===== config.mk =====
export PLATFORM = sky130hd
export DESIGN_NAME = serial_display_receiver
export DESIGN_NICKNAME = d
export VERILOG_FILES = /design/src/rtl/serial_display_receiver.sv
export SDC_FILE = /design/constraint.sdc
export NUM_CORES = 1
export LEC_CHECK = 0
export CAP_MARGIN = 20
export CORE_MARGIN = 4
export CORE_UTILIZATION = 45
export CTS_BUF_LIST = sky130_fd_sc_hd__clkbuf_4
export CTS_CLUSTER_DIAMETER = 60
export DETAILED_ROUTE_END_ITERATION = 12
export PLACE_DENSITY = 0.65
export SYNTH_ARGS = -nofsm -noshare
export SYNTH_HDL_FRONTEND = slang
export SYNTH_SLANG_ARGS = --single-unit

===== constraint.sdc =====
create_clock -name i_clk -period 4.6 [get_ports i_clk]
set_input_delay 0.69 -clock i_clk [delete_from_list [all_inputs] [get_ports i_clk]]
set_output_delay 0.69 -clock i_clk [all_outputs]
set_load 0.02 [all_outputs]

===== src/rtl/serial_display_receiver.sv =====
// Receiver for the 3-wire display serial bus (data/latch/clk).
// Oversamples the bus pins, shifts data MSB-first on serial-clock rising
// edges and transfers the assembled frame on latch rising edges. A latch
// that closes a frame of the wrong length raises an error pulse instead.
module serial_display_receiver #(
  parameter int unsigned FRAME_BITS  = 32,
  parameter int unsigned SYNC_STAGES = 2
) (
  input  logic                                i_clk,
  input  logic                                i_reset_n,
  input  logic                                i_en,
  input  logic                                i_serial_data,
  input  logic                                i_serial_latch,
  input  logic                                i_serial_clk,
  output logic [FRAME_BITS-1:0]               o_frame,
  output logic                                o_frame_valid,
  output logic                                o_frame_error,
  output logic [$clog2(FRAME_BITS+2)-1:0]     o_bit_count
);

  localparam int unsigned CW = $clog2(FRAME_BITS + 2);
  localparam logic [CW-1:0] CNT_FULL = CW'(FRAME_BITS);
  localparam logic [CW-1:0] CNT_SAT  = CW'(FRAME_BITS + 1);

  logic [SYNC_STAGES-1:0] sync_data;
  logic [SYNC_STAGES-1:0] sync_clk;
  logic [SYNC_STAGES-1:0] sync_latch;
  logic                   hist_clk;
  logic                   hist_latch;

  logic                   data_s;
  logic                   clk_rise;
  logic                   latch_rise;

  logic [FRAME_BITS-1:0]  shreg;
  logic [FRAME_BITS-1:0]  shreg_nx;
  logic [FRAME_BITS-1:0]  frame_nx;
  logic [CW-1:0]          count_nx;
  logic                   valid_nx;
  logic                   error_nx;

  // Pin synchronizers plus one history flop for edge detection; these keep
  // running while disabled so re-enabling never sees a stale edge.
  always_ff @(posedge i_clk or negedge i_reset_n) begin
    if (!i_reset_n) begin
      sync_data  <= '0;
      sync_clk   <= '0;
      sync_latch <= '0;
      hist_clk   <= 1'b0;
      hist_latch <= 1'b0;
    end else begin
      sync_data  <= {sync_data[SYNC_STAGES-2:0], i_serial_data};
      sync_clk   <= {sync_clk[SYNC_STAGES-2:0], i_serial_clk};
      sync_latch <= {sync_latch[SYNC_STAGES-2:0], i_serial_latch};
      hist_clk   <= sync_clk[SYNC_STAGES-1];
      hist_latch <= sync_latch[SYNC_STAGES-1];
    end
  end

  assign data_s     = sync_data[SYNC_STAGES-1];
  assign clk_rise   = sync_clk[SYNC_STAGES-1] & ~hist_clk;
  assign latch_rise = sync_latch[SYNC_STAGES-1] & ~hist_latch;

  // Next-state for shift/count/frame. A coincident shift is applied before
  // the latch is evaluated, so the latch sees the post-shift count and data.
  always_comb begin
    shreg_nx = shreg;
    frame_nx = o_frame;
    count_nx = o_bit_count;
    valid_nx = 1'b0;
    error_nx = 1'b0;
    if (!i_en) begin
      count_nx = '0;
    end else begin
      if (clk_rise) begin
        shreg_nx = {shreg[FRAME_BITS-2:0], data_s};
        if (o_bit_count != CNT_SAT) begin
          count_nx = o_bit_count + 1'b1;
        end
      end
      if (latch_rise) begin
        if (count_nx == CNT_FULL) begin
          frame_nx = shreg_nx;
          valid_nx = 1'b1;
        end else begin
          error_nx = 1'b1;
        end
        count_nx = '0;
      end
    end
  end

  // Receive datapath and output registers.
  always_ff @(posedge i_clk or negedge i_reset_n) begin
    if (!i_reset_n) begin
      shreg         <= '0;
      o_frame       <= '0;
      o_bit_count   <= '0;
      o_frame_valid <= 1'b0;
      o_frame_error <= 1'b0;
    end else begin
      shreg         <= shreg_nx;
      o_frame       <= frame_nx;
      o_bit_count   <= count_nx;
      o_frame_valid <= valid_nx;
      o_frame_error <= error_nx;
    end
  end

endmodule


==> results.txt, run 1 <==
The run finished with clean final reports. The global-route wire length before repair is 10.32 mm. The per-cell via count in the routed design is 4.981. The element type at the critical path end is a flip-flop.

Clock skew on the completed layout was measured at 0.01805 ns. Across the run, the number of max-cap violations was 0. Across the VDD grid, the largest voltage drop is 164.0 µV. Based on the critical path, the design can be clocked at up to 0.3881 GHz. Leaving out fill and tap cells, the most frequent cell in the layout is sky130_fd_sc_hd__dfrtp_1.

The analysis attributes to cell leakage a power of 1.840 nW. The mean cell area of the mapped netlist is 12.77 µm². The sequential standard cell area is 2002 µm². The post-CTS setup buffer count came out at 0. The post-synthesis cell type count came out at 33.

The critical path contains buffers and inverters numbering 2 combined. Summing the areas of all compound-gate instances in the mapped netlist gives 4.537% of the synthesized area. The total inserted antenna cells came out at 0. The post-route setup TNS is 0 ns.

The number of flops mapped to enable cells by yosys came out at 0. The class of the tightest hold or removal check is in2async. Setup repair after global routing left no endpoint under its margin.

The final cycle utilization of the critical path came out at 56.02%. After synthesis, the largest family of logic cells by area is multiplexers. The vias after detailed routing came out at 2,097. The net total in the final layout is 325.

The post-synthesis instance total came out at 270. The number of endpoints with negative hold slack in the final report came to 0. Summed over all layers, the routed wires come to 5.811 mm. The adder-cell share of the synthesized area is 0.7260%. The detailed router finished its first iteration with 75 violations. The maximum number of buffers from clock root to sink is 2. By instance count, the cell type seen most on the critical path is sky130_fd_sc_hd__buf_4. The cell sitting at the root of the clock tree is a sky130_fd_sc_hd__clkbuf_4. The top cell types in the final layout, fill and taps aside, are 80 x sky130_fd_sc_hd__dfrtp_1, 44 x sky130_fd_sc_hd__clkdlybuf4s50_1, 35 x sky130_fd_sc_hd__mux2i_1. The layout has 623 filler cells. The area growth from synthesis to layout came out at 19.35%. The CTS sink count is 80. The power per cell area is 331.5 nW/µm². Once placement completed, the tool counted placed cells totaling 404.

The fraction of registers with async set/reset came out at 100.0%. The remaining global-route overflow is 0. Entering global routing, the biggest net connects 81 pins.

The number of detailed-routing iterations run before antenna repair came out at 4. The number of endpoints failing setup at the final stage is 0. The number of antenna-violating nets in the routed design is 0. The multi-input combinational cells in the finished layout cover a total of 1313 µm².

The critical path is of the reg2reg type. Headroom to the max-slew limit came out at 58.75%. The per-cell routed wire length is 13.80 µm.

The H-tree level count came out at 3. The number of clock buffers inserted by TritonCTS came out at 9. The post-synthesis simple-gate area fraction came out at 6.715%. The number of remaining DRC errors came out at 0.

The critical path goes through nor2b_4 -> buf_4 -> o2111a_1 -> a211oi_1 -> nor4_4 -> buf_4 -> mux2_2. The number of placement rows is 31. The HPWL after detailed placement is 3.612 mm. The number of antenna violations at the first check in global routing came out at 0.

The global router's overall resource usage came out at 14.72%. The via count of the first global-routing pass came out at 2,146. The post-synthesis sequential element count is 80. The post-route netlist has 17.70% of its cells at a drive strength greater than 1. The largest individual stage delay along the critical path comes from the cell sky130_fd_sc_hd__buf_4. At the end of routability-driven placement, the weighted congestion stood at 0.8703. For the worst flop-to-flop path, the logic depth is 7.

The die outline height came out at 95.52 µm. The total nets after synthesis is 278. In this run the critical register-to-register path is launched from sync_clk[1].

The portion of netlist area occupied by mux cells came out at 24.86%. After clock tree synthesis, the clock-pin slew on the worst setup and hold paths is 0.14 ns. The initial utilization of the core area, before any placement, comes to 47.02%. For this run, the number of standard cells in the final layout without fillers is 421. The floorplan step defined a die boundary enclosing 9124 µm². During placement, the flow inserted port buffers numbering 45. Of the synthesized area, sequential elements account for 58.08%. The worst stage delay on the critical path is 0.47 ns.

In this run the critical register-to-register path is captured at o_frame[0]. The die is 95.52 µm wide. The clock period minus worst slack came out at 2.577 ns.

The minimum setup slack among reg-to-reg paths is 2.02 ns. At the pin with the least slew margin, the transition time is 0.6172 ns. The combined area of all synthesized cells came out at 3447 µm². The number of resized instances in the post-cts repair step came out at 0. STA classifies the critical path startpoint as a flip-flop. Broken down by cell family, the worst path's largest delay share belongs to buffers and inverters.

The number of hold buffers added after CTS came out at 0. The count of final max-slew check failures is 0. At the worst endpoint, the arrival time is 2.89 ns.

The most used flip-flop cell after synthesis is sky130_fd_sc_hd__dfrtp_1. The data required time of the worst path is 4.91 ns. The parity-gate share of the synthesized area counting xor and xnor cells is 1.016%.

For this run, the number of Yosys warnings is 0. The highest fanout seen on the critical path is 35. The I/O pin count came out at 46. The later-pin clock latency in the skew report came out at 0.42 ns. The core area came out at 7331 µm². TritonCTS built the clock tree.
-- registers in the layout (all words and copies together), names as in the netlist --
| register | cells |
|---|---|
| sync_latch | 2 |
| sync_clk | 2 |
| shreg | 32 |
| sync_data | 2 |
| o_bit_count | 6 |
| o_frame_valid | 1 |
| hist_latch | 1 |
| o_frame_error | 1 |
| hist_clk | 1 |
| o_frame | 32 |
-- logic make-up (layout without fill, tap and decap cells) --
logic type	after synthesis	in the layout
AOI/OAI and AO/OA	27	27
and+or+nand+nor	45	45
buffers and inverters	32	84
muxes	80	80
DFF	80	80
adders and majority gates	2	2
xor gates and xnor gates	4	4
-- how the worst max path moves through the flow --
stage | endpoint | startpoint | slack, ns | cells after the start
floorplan | o_frame[10] | o_bit_count[1] | 2.21 | 8
global placement | o_frame[1] | i_en | 1.79 | 6
detailed placement | o_frame[0] | i_en | 1.76 | 6
CTS | o_frame[0] | sync_clk[1] | 1.98 | 7
global route | o_frame[31] | sync_clk[1] | 1.83 | 7
finish | o_frame[0] | sync_clk[1] | 2.02 | 7
-- power breakdown --
| group | internal [mW] | total [mW] | switching [mW] |
|---|---|---|---|
| logic | 0.102 | 0.185 | 0.0829 |
| clock network | 0.105 | 0.341 | 0.236 |
| registers | 0.778 | 0.838 | 0.0601 |
-- cell type report --
| type | instances | share of cell area, % |
|---|---|---|
| clock inverter | 7 | 0.9428 |
| sequential | 80 | 48.66 |
| tap | 99 | 3.011 |
| inverter | 19 | 1.734 |
| clock buffer | 9 | 1.642 |
| multi-input combinational | 158 | 31.90 |
| timing repair buffer | 49 | 12.10 |
-- synthesized netlist by cell type, types with 3 or more instances --
cell type	number	area (µm²)
sky130_fd_sc_hd__dfrtp_1	80	2002
sky130_fd_sc_hd__nand3b_1	3	22.52
sky130_fd_sc_hd__nor2_1	26	97.59
sky130_fd_sc_hd__inv_1	19	71.32
sky130_fd_sc_hd__mux2_1	12	135.1
sky130_fd_sc_hd__mux2i_1	35	350.3
sky130_fd_sc_hd__nand2_1	4	15.01
sky130_fd_sc_hd__xor2_1	3	26.28
sky130_fd_sc_hd__buf_2	4	20.02
sky130_fd_sc_hd__mux2_2	33	371.6
sky130_fd_sc_hd__a21oi_1	20	100.1
sky130_fd_sc_hd__clkbuf_1	6	22.52
-- metrics by stage --
| stage | hold slack [ns] | instance area (µm²) | power [mW] | setup slack, ns | util (%) |
|---|---|---|---|---|---|
| floorplan | 0.3312 | 3447 | 0.9778 | 2.210 | - |
| global placement | 0.3328 | 3980 | 1.032 | 1.790 | 54.29 |
| detailed placement | 0.3347 | 3980 | 1.038 | 1.756 | 54.29 |
| CTS | 0.3534 | 4086 | 1.388 | 1.979 | 55.74 |
| global route | 0.07274 | 4114 | 1.454 | 1.832 | 56.12 |
| finish | 0.09646 | 4114 | 1.364 | 2.023 | 56.12 |
-- per-layer routing --
layer  track usage, %  vias up  part of all wire (%)
met1            19.71     1027                    48
met2            22.24       41                    46
met4            4.976        0                   1.2
li1                 -     1021                     -
met3            5.209        8                   4.4
met5                0        -                     0
Note: power is estimated with default switching activity, not from simulation.
==> run 2, diff against run 1 <==
clock period = 2.4 ns   (was 4.6 ns; I/O delays follow)
==> run 2 against run 1 <==
Net effect: clock-buffer cell count is 1 higher; cell count grew 3.6%; critical endpoint unchanged; highest routed layer unchanged; total power rose by 99%; worst hold slack improved by 0.27 ns.
==> results.txt, run 2 (synthesis results as in run 1) <==
In the final layout, the registers with the most flip-flops are o_frame: 32 flops, shreg: 32 flops, o_bit_count: 6 flops. The vias after detailed routing came out at 2,158 (+2.9%). The maximum number of buffers from clock root to sink came out at 2 (unchanged).

The clock period minus worst slack is 2.379 ns (-0.1975 ns). The count of filler cells inserted in the layout is 624 (+0.16%). The data required time of the worst path is 2.70 ns (-2.21 ns).

Setup repair after global routing could not meet its margin everywhere. The number of antenna-violating nets in the routed design came out at 0 (unchanged). The I/O pin count is 46 (unchanged). The number of clock buffers inserted by TritonCTS is 9 (unchanged).

Leaving out fill and tap cells, the most frequent cell in the layout is sky130_fd_sc_hd__dfrtp_1. The cell depth of the worst flop-to-flop path came out at 9 (+2). The class of the tightest hold or removal check is reg2reg. The minimum hold slack came out at 0.3623 ns (+0.2658 ns). The type of element launching the critical path is a flip-flop.

The final worst setup slack is 0.02058 ns (-2.003 ns). The worst ir drop on vdd is 300.6 µV (+83%). The fmax was 0.4203 GHz (+8.3%). The setup path with the least slack is of type reg2reg. The global-route wire length before repair came out at 10.23 mm (-0.87%). The die area was 9124 µm² (unchanged). The total power after layout is 2.711 mW (+99%).

The endpoint of the most critical register-to-register path is o_frame[0]. The CTS tree is yes. The per-cell via count in the routed design came to 4.950 (-0.63%). The setup slack at placement came out at 0.07559 ns (-1.681 ns). The pin count of the biggest net entering global routing came out at 46 (-43%).

For this design, the slowest cell found on the critical path is sky130_fd_sc_hd__dfrtp_2. The highest fanout seen on the critical path came to 7 (-80%). The number of buffers added on ports is 45 (unchanged).

The number of antenna violations at the first check in global routing came to 0 (unchanged). The total non-filler cell area in the finished layout is 4337 µm² (+5.4%). The total inserted antenna cells came to 0 (unchanged). The number of placement rows came out at 31 (unchanged). The number of placed cells counting well taps is 408 (+0.99%).

The core area is 7331 µm² (unchanged). Walking the worst path, the cells encountered are inv_1 -> ha_1 -> nor3b_4 -> a21bo_2 -> mux2i_2 -> nor4_4 -> buf_6 -> clkbuf_16 -> mux2_2. The power per cell area came out at 625.1 nW/µm² (+89%). The minimum setup slack among reg-to-reg paths is 0.02 ns (-2.00 ns). The count of final max-slew check failures is 0 (unchanged). The placed wire-length estimate after detailed placement is 3.826 mm (+5.9%).

The die outline height came out at 95.52 µm (unchanged). The final cell count without fillers is 436 (+3.6%). The final cycle utilization of the critical path is 99.14% (+43 points). The effective utilization at floorplan was 47.02% (unchanged). The via count of the first global-routing pass is 2,126 (-0.93%). The launch instance of the worst min-delay path is sync_latch[0]. The number of endpoints with negative hold slack in the final report is 0 (unchanged). The later-pin clock latency in the skew report came out at 0.40 ns (-0.02 ns).

The top cell types in the final layout, fill and taps aside, are 79 x sky130_fd_sc_hd__dfrtp_1, 44 x sky130_fd_sc_hd__clkdlybuf4s50_1, 34 x sky130_fd_sc_hd__mux2i_1. The worst hold path terminates at sync_latch[1]. The worst stage delay on the critical path came to 0.43 ns (-0.04 ns). The global router's overall resource usage is 14.54% (-0.17 points).

The number of maximum-capacitance constraint violations came out at 0 (unchanged). The post-route setup TNS came out at 0 ns (unchanged). The leakage power of the design came out at 1.946 nW (+5.8%). The endpoint arrival time on the critical path was 2.68 ns (-0.21 ns).

The reg-to-reg startpoint is o_bit_count[1]. The net total in the final layout is 341 (+4.9%). The run finished with clean final reports.

The routability-driven placement congestion ratio came out at 0.8768 (+0.75%). The remaining global-route overflow is 0 (unchanged). The cell count of the worst hold path came out at 0. The library cell used as clock root buffer is sky130_fd_sc_hd__clkbuf_4.

The worst setup path is captured at a flip-flop. The CTS sink count is 80 (unchanged). The transition time of the tightest slew-check pin came to 0.4996 ns (-0.1176 ns). Compared with the post-synthesis result, the final layout area differs by 25.81%. The worst slew slack as a fraction of its limit is 66.69% (+7.9 points).

The share of layout cells above drive strength 1 is 22.26% (+4.6 points). The post-route core utilization is 59.16% (+3.0 points). The H-tree level count was 3 (unchanged).

The width of the chip is 95.52 µm (unchanged). The number of endpoints failing setup at the final stage is 0 (unchanged). The clock-pin slew of the registers on the worst-case setup and hold paths is 0.11 ns (-0.03 ns). The placed cell area is 4035 µm² (+1.4%).

The worst clock skew on the final layout came out at 0.004640 ns (-0.01341 ns). The per-cell routed wire length is 14.34 µm (+3.9%). The total length of routed wires came out at 6.253 mm (+7.6%). The number of detailed-routing iterations run before antenna repair came to 4 (unchanged). The number of remaining DRC errors is 0 (unchanged).

The starting DRC count in detailed routing is 72 (-4.0%).
[run 2: cell types whose count changed in the layout (fill, tap and decap cells not counted), moves of 2 or more]
cell | before | now
sky130_fd_sc_hd__clkbuf_16 | 0 | 2
sky130_fd_sc_hd__clkinvlp_4 | 2 | 0
sky130_fd_sc_hd__buf_4 | 4 | 13
sky130_fd_sc_hd__buf_6 | 0 | 2
sky130_fd_sc_hd__buf_12 | 0 | 3
[run 2: how the worst max path moves through the flow]
| stage | slack, ns | depth (start not counted) | from | endpoint |
|---|---|---|---|---|
| 2_1_floorplan | 0.01 | 8 | o_bit_count[1] | o_frame[10] |
| 3_3_place_gp | 0.14 | 8 | o_bit_count[1] | o_frame[31] |
| 3_5_place_dp | 0.08 | 8 | o_bit_count[1] | o_frame[8] |
| 4_1_cts | 0.05 | 8 | o_bit_count[1] | o_frame[25] |
| 5_1_grt | -0.07 | 9 | o_bit_count[1] | o_frame[2] |
| 6_report | 0.02 | 9 | o_bit_count[1] | o_frame[0] |
[run 2: power breakdown]
| group | internal (mW) | switching, mW | leakage (nW) |
|---|---|---|---|
| logic | 0.201 | 0.162 | 0.952 |
| registers | 1.49 | 0.118 | 0.920 |
| clock network | 0.316 | 0.422 | 0.0734 |
| total | 2.01 | 0.703 | 1.95 |
[run 2: worst max-delay path: cells and delay by family, from the launching register on]
family          cells  cell delay, ns
flops               1            0.43
simple gates        2            0.52
mux                 2            0.50
buf+inv             3            0.39
compound gates      1            0.25
fa+ha+maj           1            0.18
[run 2: layer usage]
| metal | GRT usage, % | routed length, µm | up-vias |
|---|---|---|---|
| met3 | 2.841 | 185 | 8 |
| li1 | - | - | 1064 |
| met2 | 21.48 | 2962 | 41 |
| met4 | 7.109 | 98 | 0 |
| met1 | 20.49 | 3006 | 1045 |
| met5 | 0 | 0 | - |
[run 2: area by class of cell]
type / instances / area [µm²] / share of cell area (%)
sequential: 80 / 2003 / 46.19
multi-input combinational: 158 / 1334 / 30.76
timing repair buffer: 65 / 680.7 / 15.70
tap: 99 / 123.9 / 2.856
clock buffer: 10 / 75.07 / 1.731
inverter: 19 / 71.32 / 1.645
clock inverter: 5 / 48.80 / 1.125
[run 2: repair_timing]
action                                  4_1_cts  5_1_grt
setup buffers                                 0        9
hold endpoints to repair                     35        0
resized for setup                             0        6
endpoints found under the setup margin        0       24
hold buffers                                  1        0
==> run 3, diff against run 2 <==
CTS_CLUSTER_SIZE = 25   (was unset)
TNS_END_PERCENT = 100   (was unset)
clock period = 3 ns   (was 2.4 ns; I/O delays follow)
==> run 3 against run 2 <==
Net effect: clock power decreased by 6.5%; clock skew increased by 0.015 ns; wire length decreased by 7.0%; total power decreased by 16%; via count decreased by 1.5%; cell count decreased by 3.2%; design area decreased by 3.5%.
==> results.txt, run 3 (synthesis results as in run 1) <==
The I/O pin count is 46 (unchanged). The number of endpoints failing setup at the final stage was 0 (unchanged). The placed wire-length estimate after detailed placement is 3.637 mm (-4.9%). The run finished with clean final reports.

The share of power burned in combinational logic is 12.6% (-0.8 points). The global router's overall resource usage is 14.45% (-0.092 points). The launch instance of the worst min-delay path is sync_latch[0]. The global-route wire length before repair came to 10.25 mm (+0.14%). The number of antenna-violating nets in the routed design is 0 (unchanged).

The starting DRC count in detailed routing came out at 162 (+130%). The width of the chip is 95.52 µm (unchanged). TritonCTS built the clock tree. The H-tree level count is 3 (unchanged). The sequential fraction of design power is 56.9% (-2.4 points). Setup repair after global routing left no endpoint under its margin. The minimum hold slack is 0.3606 ns (-0.001670 ns). The number of maximum-capacitance constraint violations is 0 (unchanged). The largest registers in the layout are o_frame: 32 flops, shreg: 32 flops, o_bit_count: 6 flops. The post-route core utilization is 57.07% (-2.1 points). The per-cell via count in the routed design was 5.038 (+1.8%). The leakage power of the design came out at 1.871 nW (-3.8%). The total inserted antenna cells is 0 (unchanged).

The worst clock skew on the final layout came to 0.01940 ns (+0.01476 ns). The die area is 9124 µm² (unchanged). The effective utilization at floorplan is 47.02% (unchanged). The CTS sink count is 80 (unchanged). The library cell used as clock root buffer is sky130_fd_sc_hd__clkbuf_4. The number of antenna violations at the first check in global routing was 0 (unchanged). The worst slew slack as a fraction of its limit came to 59.79% (-6.9 points).

The cell count of the worst hold path came out at 0 (unchanged). The cell depth of the worst flop-to-flop path is 7 (-2). The clock period minus worst slack came to 2.377 ns (-0.002888 ns).

The via count of the first global-routing pass is 2,163 (+1.7%). The worst hold path terminates at sync_latch[1]. The area growth from synthesis to layout is 21.38%. The number of buffers added on ports is 45 (unchanged). The type of element launching the critical path is a flip-flop.

The remaining global-route overflow came out at 0 (unchanged). The clock power share is 30.5% (+3.3 points). The power per cell area came to 541.3 nW/µm² (-13%).

The number of resized instances in the post-cts repair step came out at 0 (unchanged). The transition time of the tightest slew-check pin came to 0.6017 ns (+0.1021 ns). The number of remaining DRC errors came out at 0 (unchanged). The critical setup path kind is reg2reg. In the layout the commonest cells are 80 x sky130_fd_sc_hd__dfrtp_1, 44 x sky130_fd_sc_hd__clkdlybuf4s50_1, 35 x sky130_fd_sc_hd__mux2i_1. The fmax came out at 0.4208 GHz (+0.12%).

The number of endpoints with negative hold slack in the final report came out at 0 (unchanged). The endpoint arrival time on the critical path came out at 2.67 ns (about the same). The share of layout cells above drive strength 1 came out at 17.03% (-5.2 points).

The number of detailed-routing iterations run before antenna repair is 4 (unchanged). The number of placement rows came out at 31 (unchanged). The total length of routed wires is 5.813 mm (-7.0%). The power dissipated by switching net loads was 0.5646 mW (-20%). The per-cell routed wire length came out at 13.77 µm (-4.0%). The post-route setup TNS came out at 0 ns (unchanged).

The vias after detailed routing came out at 2,126 (-1.5%). The core area is 7331 µm² (unchanged). The number of clock buffers inserted by TritonCTS is 9 (unchanged). The element type at the critical path end is a flip-flop. The worst ir drop on vdd came out at 322.9 µV (+7.4%). The highest fanout seen on the critical path came out at 33 (+26). The total internal power came out at 1.700 mW (-15%).

The net total in the final layout is 326 (-4.4%). The maximum number of buffers from clock root to sink is 2 (unchanged). The worst hold path belongs to the class reg2reg. The number of hold buffers added after CTS was 0 (-1). The data required time of the worst path is 3.30 ns (+0.60 ns). The die outline height is 95.52 µm (unchanged). The library cell used most frequently in the layout, excluding fill and tap cells, is sky130_fd_sc_hd__dfrtp_1. The routability-driven placement congestion ratio is 0.8440 (-3.7%).

The worst register-to-register path ends at o_frame[1]. The fraction of power spent switching nets is 24.93% (-1.0 points). The later-pin clock latency in the skew report is 0.41 ns (about the same).

The final cycle utilization of the critical path is 79.22% (-20 points). The count of final max-slew check failures is 0 (unchanged). The minimum setup slack among reg-to-reg paths is 0.62 ns (+0.60 ns).

The critical path starts at o_bit_count[0]. The startpoint identified for the worst register-to-register timing path is o_bit_count[0]. The pin count of the biggest net entering global routing is 81 (+76%). The clock-pin slew of the registers on the worst-case setup and hold paths came out at 0.11 ns (about the same). The post-CTS setup buffer count came out at 0 (unchanged).
run 3: cell count changes in the layout (fill, tap and decap cells not counted), moves of 2 or more:
cell                        change
sky130_fd_sc_hd__buf_12         -2
sky130_fd_sc_hd__clkinv_2       -3
sky130_fd_sc_hd__buf_4         -10
sky130_fd_sc_hd__clkbuf_16      -2
sky130_fd_sc_hd__clkinv_1       +2
sky130_fd_sc_hd__buf_6          -2
run 3: worst max-delay path by stage:
stage | end | slack [ns] | cells past startpoint
final | o_frame[1] | 0.62 | 7
after global routing | o_frame[31] | 0.42 | 7
after CTS | o_frame[1] | 0.61 | 7
after detailed placement | o_frame[1] | 0.62 | 7
after global placement | o_frame[31] | 0.69 | 7
after floorplan | o_frame[10] | 0.61 | 8
run 3: layer usage:
layer  wire length (µm)  global-route usage [%]
met4                116                   6.754
met3                170                   3.473
met1               2966                   20.03
met5                  0                       0
met2               2559                   21.37
run 3: critical path, stage by stage, from the launching register on:
cell and delay, ns:
sky130_fd_sc_hd__dfrtp_1 0.47, sky130_fd_sc_hd__ha_1 0.26, sky130_fd_sc_hd__nand3b_1 0.18, sky130_fd_sc_hd__nor4_1 0.29, sky130_fd_sc_hd__a211oi_1 0.14, sky130_fd_sc_hd__nor4_4 0.29, sky130_fd_sc_hd__buf_12 0.28, sky130_fd_sc_hd__mux2_2 0.36
run 3: stage by stage:
| step | setup WS (ns) | power [mW] | instances | area (µm²) |
|---|---|---|---|---|
| final | 0.6235 | 2.265 | 422 | 4184 |
| after global routing | 0.4226 | 2.405 | 422 | 4184 |
| after detailed placement | 0.6247 | 1.596 | 404 | 3993 |
| after global placement | 0.6901 | 1.584 | 404 | 3993 |
| after CTS | 0.6050 | 2.291 | 420 | 4146 |
| after floorplan | 0.6102 | 1.499 | 270 | 3447 |
run 3: final cells by class:
class,instances,area (µm²)
fill,606,3147
tap,99,123.9
clock buffer,11,82.58
multi-input combinational,158,1313
inverter,19,71.32
timing repair buffer,50,520.5
sequential,80,2002
clock inverter,5,71.32
run 3: power by group through the flow:
stage	clock (mW)	sequential [mW]	combinational, mW
2_1_floorplan	0	1.28	0.218
3_3_place_gp	0	1.30	0.280
3_5_place_dp	0	1.31	0.288
4_1_cts	0.717	1.29	0.288
5_1_grt	0.771	1.31	0.325
6_report	0.691	1.29	0.286
